==> src/rtl/t5_dec.sv <==
// t5_dec: decode stage for the 4-hart barrel RV32I pipeline.
// Registers the fetched word through a one-entry stall buffer.
module t5_dec #(
  parameter int          XLEN = 32,
  parameter logic [31:0] NOP  = 32'h00000013
) (
  input  logic            sclk,
  input  logic            srst,
  input  logic            sena,
  input  logic [XLEN-1:0] fpc,
  input  logic [31:0]     iwb_dat,
  input  logic            iwb_ack,
  output logic [XLEN-1:0] dpc,
  output logic [31:0]     dins,
  output logic [31:0]     dimm,
  output logic [4:0]      drs1,
  output logic [4:0]      drs2,
  output logic [4:0]      drd,
  output logic [4:0]      dop,
  output logic            dwre,
  output logic            dill,
  output logic            dval
);

  localparam logic [4:0] OP_LOAD  = 5'b00000;
  localparam logic [4:0] OP_FENCE = 5'b00011;
  localparam logic [4:0] OP_IMM   = 5'b00100;
  localparam logic [4:0] OP_AUIPC = 5'b00101;
  localparam logic [4:0] OP_STORE = 5'b01000;
  localparam logic [4:0] OP_OP    = 5'b01100;
  localparam logic [4:0] OP_LUI   = 5'b01101;
  localparam logic [4:0] OP_BR    = 5'b11000;
  localparam logic [4:0] OP_JALR  = 5'b11001;
  localparam logic [4:0] OP_JAL   = 5'b11011;
  localparam logic [4:0] OP_SYS   = 5'b11100;

  logic            hold_vld_q, hold_vld_d;
  logic [31:0]     hold_dat_q, hold_dat_d;
  logic [XLEN-1:0] dpc_q, dpc_d;
  logic [31:0]     dins_q, dins_d;
  logic [31:0]     dimm_q, dimm_d;
  logic [4:0]      drs1_q, drs1_d;
  logic [4:0]      drs2_q, drs2_d;
  logic [4:0]      drd_q, drd_d;
  logic [4:0]      dop_q, dop_d;
  logic            dwre_q, dwre_d;
  logic            dill_q, dill_d;
  logic            dval_q, dval_d;

  logic [31:0] src;
  logic        valid;
  logic [4:0]  opc;
  logic [31:0] imm;
  logic        legal;
  logic        wr_op;

  // Pick the word entering decode: live ack, then held word, else bubble.
  always_comb begin
    src   = NOP;
    valid = 1'b0;
    if (iwb_ack) begin
      src   = iwb_dat;
      valid = 1'b1;
    end else if (hold_vld_q) begin
      src   = hold_dat_q;
      valid = 1'b1;
    end
  end

  assign opc = src[6:2];

  // Opcode classification and immediate formation.
  always_comb begin
    imm   = 32'h0;
    legal = 1'b0;
    wr_op = 1'b0;
    unique case (opc)
      OP_LOAD, OP_IMM, OP_JALR: begin
        imm   = {{20{src[31]}}, src[31:20]};
        legal = 1'b1;
        wr_op = 1'b1;
      end
      OP_SYS: begin
        imm   = {{20{src[31]}}, src[31:20]};
        legal = 1'b1;
      end
      OP_STORE: begin
        imm   = {{20{src[31]}}, src[31:25], src[11:7]};
        legal = 1'b1;
      end
      OP_BR: begin
        imm   = {{19{src[31]}}, src[31], src[7],
                 src[30:25], src[11:8], 1'b0};
        legal = 1'b1;
      end
      OP_LUI, OP_AUIPC: begin
        imm   = {src[31:12], 12'h0};
        legal = 1'b1;
        wr_op = 1'b1;
      end
      OP_JAL: begin
        imm   = {{11{src[31]}}, src[31], src[19:12],
                 src[20], src[30:21], 1'b0};
        legal = 1'b1;
        wr_op = 1'b1;
      end
      OP_OP: begin
        legal = 1'b1;
        wr_op = 1'b1;
      end
      OP_FENCE: begin
        legal = 1'b1;
      end
      default: begin
        legal = 1'b0;
      end
    endcase
    if (src[1:0] != 2'b11) legal = 1'b0;
  end

  // Next-state: hold buffer fills only while stalled; outputs move on sena.
  always_comb begin
    hold_vld_d = hold_vld_q;
    hold_dat_d = hold_dat_q;
    dpc_d      = dpc_q;
    dins_d     = dins_q;
    dimm_d     = dimm_q;
    drs1_d     = drs1_q;
    drs2_d     = drs2_q;
    drd_d      = drd_q;
    dop_d      = dop_q;
    dwre_d     = dwre_q;
    dill_d     = dill_q;
    dval_d     = dval_q;
    if (sena) begin
      hold_vld_d = 1'b0;
      dpc_d      = fpc;
      dins_d     = src;
      dimm_d     = imm;
      drs1_d     = src[19:15];
      drs2_d     = src[24:20];
      drd_d      = src[11:7];
      dop_d      = opc;
      dwre_d     = valid & legal & wr_op & (src[11:7] != 5'd0);
      dill_d     = valid & ~legal;
      dval_d     = valid;
    end else if (iwb_ack) begin
      hold_vld_d = 1'b1;
      hold_dat_d = iwb_dat;
    end
  end

  // State registers; reset wins over enable.
  always_ff @(posedge sclk) begin
    if (srst) begin
      hold_vld_q <= 1'b0;
      hold_dat_q <= 32'h0;
      dpc_q      <= '0;
      dins_q     <= NOP;
      dimm_q     <= 32'h0;
      drs1_q     <= 5'd0;
      drs2_q     <= 5'd0;
      drd_q      <= 5'd0;
      dop_q      <= 5'h04;
      dwre_q     <= 1'b0;
      dill_q     <= 1'b0;
      dval_q     <= 1'b0;
    end else begin
      hold_vld_q <= hold_vld_d;
      hold_dat_q <= hold_dat_d;
      dpc_q      <= dpc_d;
      dins_q     <= dins_d;
      dimm_q     <= dimm_d;
      drs1_q     <= drs1_d;
      drs2_q     <= drs2_d;
      drd_q      <= drd_d;
      dop_q      <= dop_d;
      dwre_q     <= dwre_d;
      dill_q     <= dill_d;
      dval_q     <= dval_d;
    end
  end

  assign dpc  = dpc_q;
  assign dins = dins_q;
  assign dimm = dimm_q;
  assign drs1 = drs1_q;
  assign drs2 = drs2_q;
  assign drd  = drd_q;
  assign dop  = dop_q;
  assign dwre = dwre_q;
  assign dill = dill_q;
  assign dval = dval_q;

endmodule

==> config.mk <==
export PLATFORM = sky130hd
export DESIGN_NAME = t5_dec
export DESIGN_NICKNAME = d
export VERILOG_FILES = /design/src/rtl/t5_dec.sv
export SDC_FILE = /design/constraint.sdc
export NUM_CORES = 1
export LEC_CHECK = 0
export CELL_PAD_IN_SITES_DETAIL_PLACEMENT = 2
export CELL_PAD_IN_SITES_GLOBAL_PLACEMENT = 2
export CORE_MARGIN = 2
export CORE_UTILIZATION = 26
export DETAILED_ROUTE_END_ITERATION = 12
export PLACE_DENSITY = 0.78
export SYNTH_ARGS = -nofsm -noshare
export SYNTH_HDL_FRONTEND = slang
export SYNTH_SLANG_ARGS = --single-unit
export TNS_END_PERCENT = 30
==> constraint.sdc <==
create_clock -name sclk -period 2 [get_ports sclk]
set_clock_uncertainty 0.1 [all_clocks]
set_input_delay 0.3 -clock sclk [delete_from_list [all_inputs] [get_ports sclk]]
set_output_delay 0.3 -clock sclk [all_outputs]
set_load 0.02 [all_outputs]
==> reports/metrics.yaml, run 1 <==
worst_hold_path:
  hold_start: "sena"
  hp-class: "in2reg"
  hold_depth: 2
  min_to: "hold_vld_q"
critical_path:
  reg2reg_depth: 8
  r2r_setup_slack_ns: -0.02
  r2r_end: "dimm[18]"
  crit_required_ns: 2.26
  critPathLaunchType: "flop"
  cp_max_fo: 8
  crit_path_top_delay_cell: "o21ai_0"
  max_stage_delay_ns: 0.43
  cp_num_buf_inv: 2
  r2r_start: "hold_vld_q"
  crit_family: "compound AO/OA/AOI/OAI gates"
  critPathKind: "reg2reg"
  cp-end-kind: "flop"
  crit_chain: "buf_4 > nand2_1 > o21ai_0 > nand4_1 > a21boi_2 > buf_4 > o21ai_0 > a22o_1"
  arrival_ns: 2.28
synthesis:
  synthCells: 620
  synth_edf_count: 0
  yosys.area_share.simple: 0.162
  synthMuxAreaShare: 0.0623
  synth_adder_area_share: 0
  syn_nets: 688
  ys_ff_latch: 132
  synth_compound_area_frac: 0.217
  avgSynthCellArea_um2: 8.82
  yosysSeqAreaShare: 0.483
  synthXorXnorAreaFrac: 0
  synth_top_family_by_area: "compound AO/OA/AOI/OAI gates"
  syn_area_mm2: 0.00547
  synthArstFlopShare: 0
  synth_ff_type: "dfxtp_1"
  synth-warning-count: 0
  ys_types: 49
sta:
  slew_headroom: 0.645
  setup_viol: 1
  max_freq_ghz: 0.496
  drv_slew: 0
  fin_crit_sh: 1.01
  min_period_ns: 2.02
  fin_ws_ns: -0.0152
  rsz0062_at_grt: "true"
  hold_ws_ns: 0.0617
  final-hold-violation-count: 0
  tightest_slew_ns: 0.526
  setup-tns-final_ns: -0.0152
power:
  p_leak_uw: 0.00325
  power_density_mw_per_mm2: 881
  ir_worst_vdd_v: 0.000584
route:
  routedWlPerCell_um: 19.5
  ant_nets: 0
  drtIter0Drc: 252
  drc: 0
  via_per_inst: 4.91
  drt-total-wl_um: 21500
  dr.pass1.iters: 4
  via_count: 5411
floorplanning:
  design.die.area_mm2: 0.0222
  rows: 53
  start_util: 0.263
  die_x_um: 149
  io_pins: 187
  die_h_um: 149
  core_region_area_mm2: 0.0208
global_route:
  antenna_found_initial: 0
  grt_pass1_vias: 5913
  grt_max_degree: 98
  overflow: 0
  grt_first_pass_wirelength_um: 33400
  grtUsageTotal: 0.193
final_layout:
  layout-drive-gt1-share: 0.143
  fin_util: 0.405
  syn2layout_area_growth_pct: 54.3
  stdcell_area_mm2: 0.00844
  diodes: 0
  finalNetCount: 881
cts:
  cts_sinks: 132
  clkTransAtPathRegs_ns: 0.06
  cts_hold_buf: 0
  clock_latency_ns: 0.42
  cts_buffers: 17
  cts_buffer_depth: 2
  clock-root-buffer: "clkbuf_16"
  htreeDepth: 4
  cts_tree: "done"
job:
  maxCapViolCount: 0
placed_design:
  hpwl_um: 15600
  port_buffers: 186
  preCtsSetupSlack_ns: -0.403
  place_congestion: 0.940
  place_area_mm2: 0.00770
run_status:
  failed_checks: "negative setup slack"
  status: "complete, but fails checks"
==> layout make-up <==
| class | count | area [µm²] |
|---|---|---|
| Timing Repair Buffer | 243 | 2310 |
| Inverter | 3 | 11.3 |
| Tap cell | 275 | 344 |
| Multi-Input combinational cell | 416 | 2480 |
| Sequential cell | 132 | 2650 |
| Fill cell | 2236 | 12400 |
| Clock inverter | 13 | 196 |
| Clock buffer | 19 | 443 |
==> cells in the final DEF, fill, tap and decap left out, drive strengths merged, types with 3 or more instances in the layout <==
cell and n:
nor2 82, nand3 5, clkinv 3, nor3 13
a31oi 3, o221ai 4, nor2b 4, nand2b 6
a211o 11, dfxtp 132, nand2 95, a22o 12
a211oi 28, inv 7, buf 60, a22oi 20
o211ai 3, bufinv 4, clkdlybuf4s50 183, a21oi 39
clkbuf 19, o21ai 32, mux2i 34, o21a 4
==> worst register-to-register path, delay by kind of cell (launching register included) <==
kind | cells | cell delay, ns
AOI/OAI and AO/OA | 4 | 0.89
DFF | 1 | 0.39
buffers and inverters | 2 | 0.31
and+or+nand+nor | 2 | 0.27
==> where the power goes <==
group	leakage, µW	switching (µW)	internal [µW]	total, µW
sequential	0.00108	93.2	2760	2860
combinational	0.00186	616	548	1160
clock	0.000305	1270	2140	3410
==> how the worst max path moves through the flow <==
stage,startpoint,to,slack (ns),cells past startpoint
after CTS,hold_vld_q,dimm[20],0.01,6
after detailed placement,iwb_dat[5],dimm[19],-0.40,8
after floorplan,iwb_ack,dimm[13],0.26,8
final,hold_vld_q,dimm[18],-0.02,8
after global routing,hold_vld_q,dimm[18],-0.11,8
after global placement,iwb_dat[5],dimm[18],-0.25,8
==> cell families after synthesis <==
logic type	Yosys count
AND/OR/NAND/NOR	214
AO/OA/AOI/OAI	168
flip-flops	132
buffers and inverters	72
multiplexers	34
==> layer usage <==
metal,global-route usage,vias to the layer above,part of all wire
li1,-,2542,-
met1,0.239,2671,0.44
met2,0.333,174,0.49
met3,0.0486,24,0.059
met4,0.0557,0,0.014
met5,0,-,0
==> stage by stage <==
| step | std cells | power [µW] |
|---|---|---|
| 2_1_floorplan | 620 | 3460 |
| 3_3_place_gp | 1066 | 4010 |
| 3_5_place_dp | 1066 | 4050 |
| 4_1_cts | 1098 | 7510 |
| 5_1_grt | 1101 | 7720 |
| 6_report | 1101 | 7430 |
==> timing repair <==
item,in CTS,in global routing
resized for setup,8,15
pin swaps,0,6
setup endpoints to repair,28,30
buffers inserted,0,3
==> flip-flops by register name, summed over array words and instances (netlist names) <==
register	count
dval	1
dpc	32
hold_vld_q	1
dimm	32
hold_dat_q	32
dill	1
dins	32
dwre	1
==> Yosys cell counts, types with 4 or more instances <==
library cell | number | share of area
clkbuf_1 | 29 | 0.020
nor2b_1 | 4 | 0.0046
a21oi_1 | 39 | 0.036
nor2_1 | 82 | 0.056
nand2_1 | 94 | 0.065
nand2b_1 | 5 | 0.0057
a211o_1 | 11 | 0.018
buf_4 | 21 | 0.029
nand3_1 | 5 | 0.0046
nor3_1 | 13 | 0.012
a22oi_1 | 20 | 0.027
a211oi_1 | 27 | 0.037
o221ai_1 | 4 | 0.0064
buf_2 | 12 | 0.011
o21ai_0 | 26 | 0.024
a22o_1 | 12 | 0.019
mux2i_1 | 34 | 0.062
dfxtp_1 | 132 | 0.48
buf_6 | 6 | 0.012
o21a_1 | 4 | 0.0055
Note: power is estimated with default switching activity, not from simulation.
==> run 2, diff against run 1 <==
--- a/config.mk
+++ b/config.mk
@@ -11,6 +11,7 @@
 export CORE_UTILIZATION = 26
 export DETAILED_ROUTE_END_ITERATION = 12
 export PLACE_DENSITY = 0.78
+export SKIP_LAST_GASP = 1
 export SYNTH_ARGS = -nofsm -noshare
 export SYNTH_HDL_FRONTEND = slang
 export SYNTH_SLANG_ARGS = --single-unit
==> reports/metrics.yaml, run 2 (synthesis gave the netlist of run 1 again) <==
run_status:
  status: "finished, final reports clean"
placed_design:
  preCtsSetupSlack_ns: -0.403  # unchanged
  place_congestion: 0.940  # unchanged
  hpwl_um: 15600  # unchanged
  dp.cells: 1066  # unchanged
  port_buffers: 186  # unchanged
global_route:
  grtUsageTotal: 0.193  # unchanged
  antenna_found_initial: 0  # unchanged
  grt_pass1_vias: 5913  # unchanged
  grt_first_pass_wirelength_um: 33400  # unchanged
  grt_max_degree: 98  # unchanged
  overflow: 0  # unchanged
critical_path:
  critPathKind: "reg2reg"
  r2r_setup_slack_ns: 0.02  # +0.04 ns
  critPathLaunchType: "flop"
  crit_required_ns: 2.26  # about the same
  r2r_end: "dimm[18]"
  endpoint: "dimm[18]"
  reg2reg_depth: 7  # -1
  r2r_start: "hold_vld_q"
  cp_max_fo: 11  # +3
  cp-end-kind: "flop"
  crit_path_start: "hold_vld_q"
  arrival_ns: 2.23  # -0.05 ns
final_layout:
  diodes: 0  # unchanged
  final_cell_mix: "clkdlybuf4s50_1, dfxtp_1, nand2_1, nor2_1, buf_4"
  layout-drive-gt1-share: 0.143  # unchanged
  instances_no_fill: 1101  # unchanged
  finalNetCount: 881  # unchanged
  syn2layout_area_growth_pct: 54.2  # about the same
  mostFrequentLayoutCell: "clkdlybuf4s50_1"
floorplanning:
  die_h_um: 149  # unchanged
  die_x_um: 149  # unchanged
  io_pins: 187  # unchanged
  core_region_area_mm2: 0.0208  # unchanged
  rows: 53  # unchanged
  start_util: 0.263  # unchanged
  design.die.area_mm2: 0.0222  # unchanged
cts:
  clkTransAtPathRegs_ns: 0.06  # about the same
  clock-root-buffer: "clkbuf_16"
  cts_hold_buf: 0  # unchanged
  cts_tree: "done"
  clock_latency_ns: 0.42  # about the same
  cts_buffer_depth: 2  # unchanged
  cts_sinks: 132  # unchanged
  htreeDepth: 4  # unchanged
  cts_buffers: 17  # unchanged
sta:
  fin_ws_ns: 0.0245  # +0.0397 ns
  max_freq_ghz: 0.506  # +2.0%
  final-hold-violation-count: 0  # unchanged
  rsz0062_at_grt: "true"
  setup_viol: 0  # -1
  fin_crit_sh: 0.988  # -0.0198
  min_period_ns: 1.98  # -0.0397 ns
  slew_headroom: 0.684  # +0.0386
  drv_slew: 0  # unchanged
  tightest_slew_ns: 0.474  # -0.0524 ns
job:
  maxCapViolCount: 0  # unchanged
route:
  via_count: 5419  # +0.15%
  drc: 0  # unchanged
  routedWlPerCell_um: 19.6  # +0.31%
  ant_nets: 0  # unchanged
  drtIter0Drc: 295  # +17%
  dr.pass1.iters: 4  # unchanged
  drt-total-wl_um: 21500  # +0.31%
  via_per_inst: 4.92  # +0.15%
worst_hold_path:
  hp-class: "in2reg"
  hold_depth: 2  # unchanged
  hold_start: "sena"
power:
  power_density_mw_per_mm2: 880  # about the same
  p_leak_uw: 0.00325  # about the same
  ir_worst_vdd_v: 0.000579  # -0.90%
[run 2: worst min-delay path by stage]
stage	to
6_report	hold_vld_q
5_1_grt	hold_vld_q
4_1_cts	hold_vld_q
2_1_floorplan	hold_dat_q[0]
3_3_place_gp	hold_dat_q[1]
3_5_place_dp	hold_dat_q[0]
[run 2: per-layer routing]
| metal | vias to the layer above | GRT usage | wire (µm) |
|---|---|---|---|
| met5 | - | 0 | 0 |
| met4 | 0 | 0.0557 | 328 |
| met3 | 23 | 0.0486 | 1150 |
| met2 | 173 | 0.333 | 10600 |
| met1 | 2684 | 0.239 | 9510 |
| li1 | 2539 | - | - |
[run 2: power breakdown]
group | switching [µW] | leakage (µW) | internal, µW
sequential | 93.2 | 0.00108 | 2760
combinational | 618 | 0.00186 | 547
clock | 1260 | 0.000305 | 2140
total | 1970 | 0.00325 | 5450
[run 2: final cells by class]
type | count | area [µm²]
well taps | 275 | 344
clock inverters | 13 | 196
fillers | 2238 | 12400
flip-flops and latches | 132 | 2650
repair buffers | 243 | 2300
multi-input cells | 416 | 2480
inverters | 3 | 11.3
clock buffers | 19 | 443
[run 2: what timing repair did]
| action | CTS | global route |
|---|---|---|
| setup buffers | 0 | 3 |
| gates resized for setup | 8 | 14 |
| pin swaps | 0 | 6 |
| setup endpoints to repair | 28 | 30 |
[run 2: stage by stage]
stage / util / TNS [ns] / hold WS [ns] / area (µm²) / power (µW)
after detailed placement: 0.370 / -9.94 / 0.350 / 7700 / 4050
after global placement: 0.370 / -6.45 / 0.339 / 7700 / 4010
after global routing: 0.405 / -0.379 / 0.0720 / 8430 / 7730
after floorplan: - / 0 / 0.331 / 5470 / 3460
after CTS: 0.401 / 0 / 0.0490 / 8360 / 7510
final: 0.405 / 0 / 0.0725 / 8430 / 7420
[run 2: worst max-delay path: stages (launching register included)]
cell      delay (ns)
dfxtp_4         0.37
nor3b_2         0.16
a21o_1          0.19
buf_4           0.13
nor2_1          0.28
a211oi_4        0.13
a31oi_4         0.36
a22o_1          0.19
==> run 3, diff against run 2 <==
--- a/config.mk
+++ b/config.mk
@@ -7,10 +7,11 @@
 export LEC_CHECK = 0
 export CELL_PAD_IN_SITES_DETAIL_PLACEMENT = 2
 export CELL_PAD_IN_SITES_GLOBAL_PLACEMENT = 2
-export CORE_MARGIN = 2
+export CORE_MARGIN = 1
 export CORE_UTILIZATION = 26
 export DETAILED_ROUTE_END_ITERATION = 12
-export PLACE_DENSITY = 0.78
+export DONT_BUFFER_PORTS = 1
+export PLACE_DENSITY = 0.58
 export SKIP_LAST_GASP = 1
 export SYNTH_ARGS = -nofsm -noshare
 export SYNTH_HDL_FRONTEND = slang
==> reports/metrics.yaml, run 3 (synthesis gave the netlist of run 1 again) <==
run_status:
  status: "finished, final reports clean"
sta:
  max_freq_ghz: 0.516  # +1.9%
  slew_headroom: 0.645  # -0.0390
  min_period_ns: 1.94  # -0.0368 ns
  fin_ws_ns: 0.0613  # +0.0368 ns
  rsz0062_at_grt: "true"
  setup-tns-final_ns: 0  # unchanged
  final-hold-violation-count: 0  # unchanged
  tightest_slew_ns: 0.527  # +0.0529 ns
  drv_slew: 0  # unchanged
  setup_viol: 0  # unchanged
  fin_crit_sh: 0.969  # -0.0184
final_layout:
  syn2layout_area_growth_pct: 32.8
  final_cell_mix: "dfxtp_1, nand2_1, dlygate4sd3_1, nor2_1, a21oi_1"
  instances_no_fill: 979  # -11%
  seqCellArea_mm2: 0.00265  # about the same
  fill_cells: 2266  # +1.3%
  diodes: 0  # unchanged
  layout-drive-gt1-share: 0.131  # -0.0117
  mostFrequentLayoutCell: "dfxtp_1"
  multiInputGateArea_mm2: 0.00248  # -0.30%
  finalNetCount: 764  # -13%
power:
  combPwrFrac: 0.101  # -0.056
  p_leak_uw: 0.00283  # -13%
  power_frac_seq: 0.442  # +0.057
  ir_worst_vdd_v: 0.000505  # -13%
  switching_share: 0.278  # +0.0126
  pwr-share-clk: 0.457  # about the same
  p_int_uw: 4950  # -9.3%
  p_switching_uw: 1910  # -3.3%
  power_density_mw_per_mm2: 944  # +7.2%
floorplanning:
  die_h_um: 147  # -1.3%
  die_x_um: 147  # -1.3%
  rows: 52  # -1.9%
  design.die.area_mm2: 0.0216  # -2.7%
  start_util: 0.268  # +0.00505
  core_region_area_mm2: 0.0204  # -1.9%
  io_pins: 187  # unchanged
global_route:
  grtUsageTotal: 0.199  # +0.00567
  grt_first_pass_wirelength_um: 32500  # -2.6%
  grt_pass1_vias: 5496  # -7.1%
  antenna_found_initial: 0  # unchanged
  overflow: 0  # unchanged
  grt_max_degree: 83  # -15%
critical_path:
  crit_family: "compound AO/OA/AOI/OAI gates"
  crit_required_ns: 2.21  # -0.05 ns
  critPathLaunchType: "flop"
  cp-end-kind: "flop"
  crit_path_start: "hold_vld_q"
  cp_max_fo: 9  # -2
  r2r_end: "dimm[12]"
  r2r_start: "hold_vld_q"
  cp_common_cell: "buf_4"
  r2r_setup_slack_ns: 0.06  # +0.04 ns
  crit_path_top_delay_cell: "dfxtp_4"
  arrival_ns: 2.15  # -0.08 ns
  critPathKind: "reg2reg"
  reg2reg_depth: 8  # +1
  max_stage_delay_ns: 0.40  # +0.03 ns
  cp_num_buf_inv: 2  # +1
  crit_chain: "buf_4 > nand2b_4 > o21ai_4 > nor2_1 > a211oi_4 > buf_4 > a31oi_4 > a22o_1"
placed_design:
  dp.cells: 856  # -20%
  port_buffers: 0  # -100%
  preCtsSetupSlack_ns: -0.229  # +0.175 ns
  place_congestion: 0.843  # -10%
  hpwl_um: 13200  # -15%
route:
  routedWlPerCell_um: 21.7  # +11%
  dr.pass1.iters: 4  # unchanged
  drtIter0Drc: 131  # -56%
  drt-total-wl_um: 21300  # -1.2%
  ant_nets: 0  # unchanged
  via_per_inst: 5.07  # +3.1%
  drc: 0  # unchanged
  via_count: 4966  # -8.4%
cts:
  cts_buffers: 17  # unchanged
  cts_tree: "done"
  clock_latency_ns: 0.43  # about the same
  cts_sinks: 132  # unchanged
  htreeDepth: 4  # unchanged
  clkTransAtPathRegs_ns: 0.06  # about the same
  cts_buffer_depth: 2  # unchanged
  clock-root-buffer: "clkbuf_16"
job:
  maxCapViolCount: 0  # unchanged
worst_hold_path:
  hp-class: "in2reg"
  hold_start: "sena"
  hold_depth: 2  # unchanged
  min_to: "dins[3]"
[run 3: changes by cell type in the layout (fill, tap and decap cells not counted), sizes merged, moves of 2 or more]
cell	delta
clkinv	+2
clkdlybuf4s50	-183
buf	-21
clkinvlp	+2
dlygate4sd3	+86
bufinv	-2
[run 3: area by class of cell]
class                      instances  share of cell area
tap                              270              0.0465
timing repair buffer             125               0.166
inverter                           3             0.00155
sequential                       132               0.364
clock inverter                    14              0.0210
clock buffer                      18              0.0591
multi-input combinational        417               0.341
[run 3: worst max path at each step]
stage	slack (ns)	endpoint	cells past startpoint
after floorplan	0.26	dimm[13]	8
after global placement	-0.03	dimm[13]	7
after detailed placement	-0.23	dimm[12]	6
after CTS	0.004	dimm[12]	7
after global routing	-0.01	dill	6
final	0.06	dimm[12]	8
[run 3: timing repair]
action | 4_1_cts | 5_1_grt
setup buffers | 1 | 1
hold buffers | 88 | 0
setup endpoints to repair | 28 | 29
resized for setup | 3 | 11
pin swaps | 2 | 2
hold endpoints to repair | 97 | 0
gates cloned | 0 | 1
[run 3: metal layers]
metal	global-route usage	vias up	routed length (µm)
met4	0.0691	0	351
met3	0.0646	22	1380
met1	0.226	2479	8850
met2	0.350	156	10700
li1	-	2309	-
met5	0	-	0
[run 3: power by group through the flow]
stage | logic (µW) | registers [µW] | clock network, µW
6_report | 689 | 3030 | 3130
5_1_grt | 754 | 3050 | 3350
4_1_cts | 671 | 3030 | 3210
3_5_place_dp | 457 | 3090 | 0
3_3_place_gp | 430 | 3080 | 0
2_1_floorplan | 453 | 3010 | 0
[run 3: metrics by stage]
stage | instance area [µm²] | util | total power (µW) | hold slack, ns
2_1_floorplan | 5470 | - | 3460 | 0.331
3_3_place_gp | 5690 | 0.278 | 3510 | 0.280
3_5_place_dp | 5690 | 0.278 | 3540 | 0.284
4_1_cts | 7200 | 0.353 | 6910 | 0.00293
5_1_grt | 7260 | 0.355 | 7150 | 0.00576
6_report | 7260 | 0.355 | 6850 | 0.0267
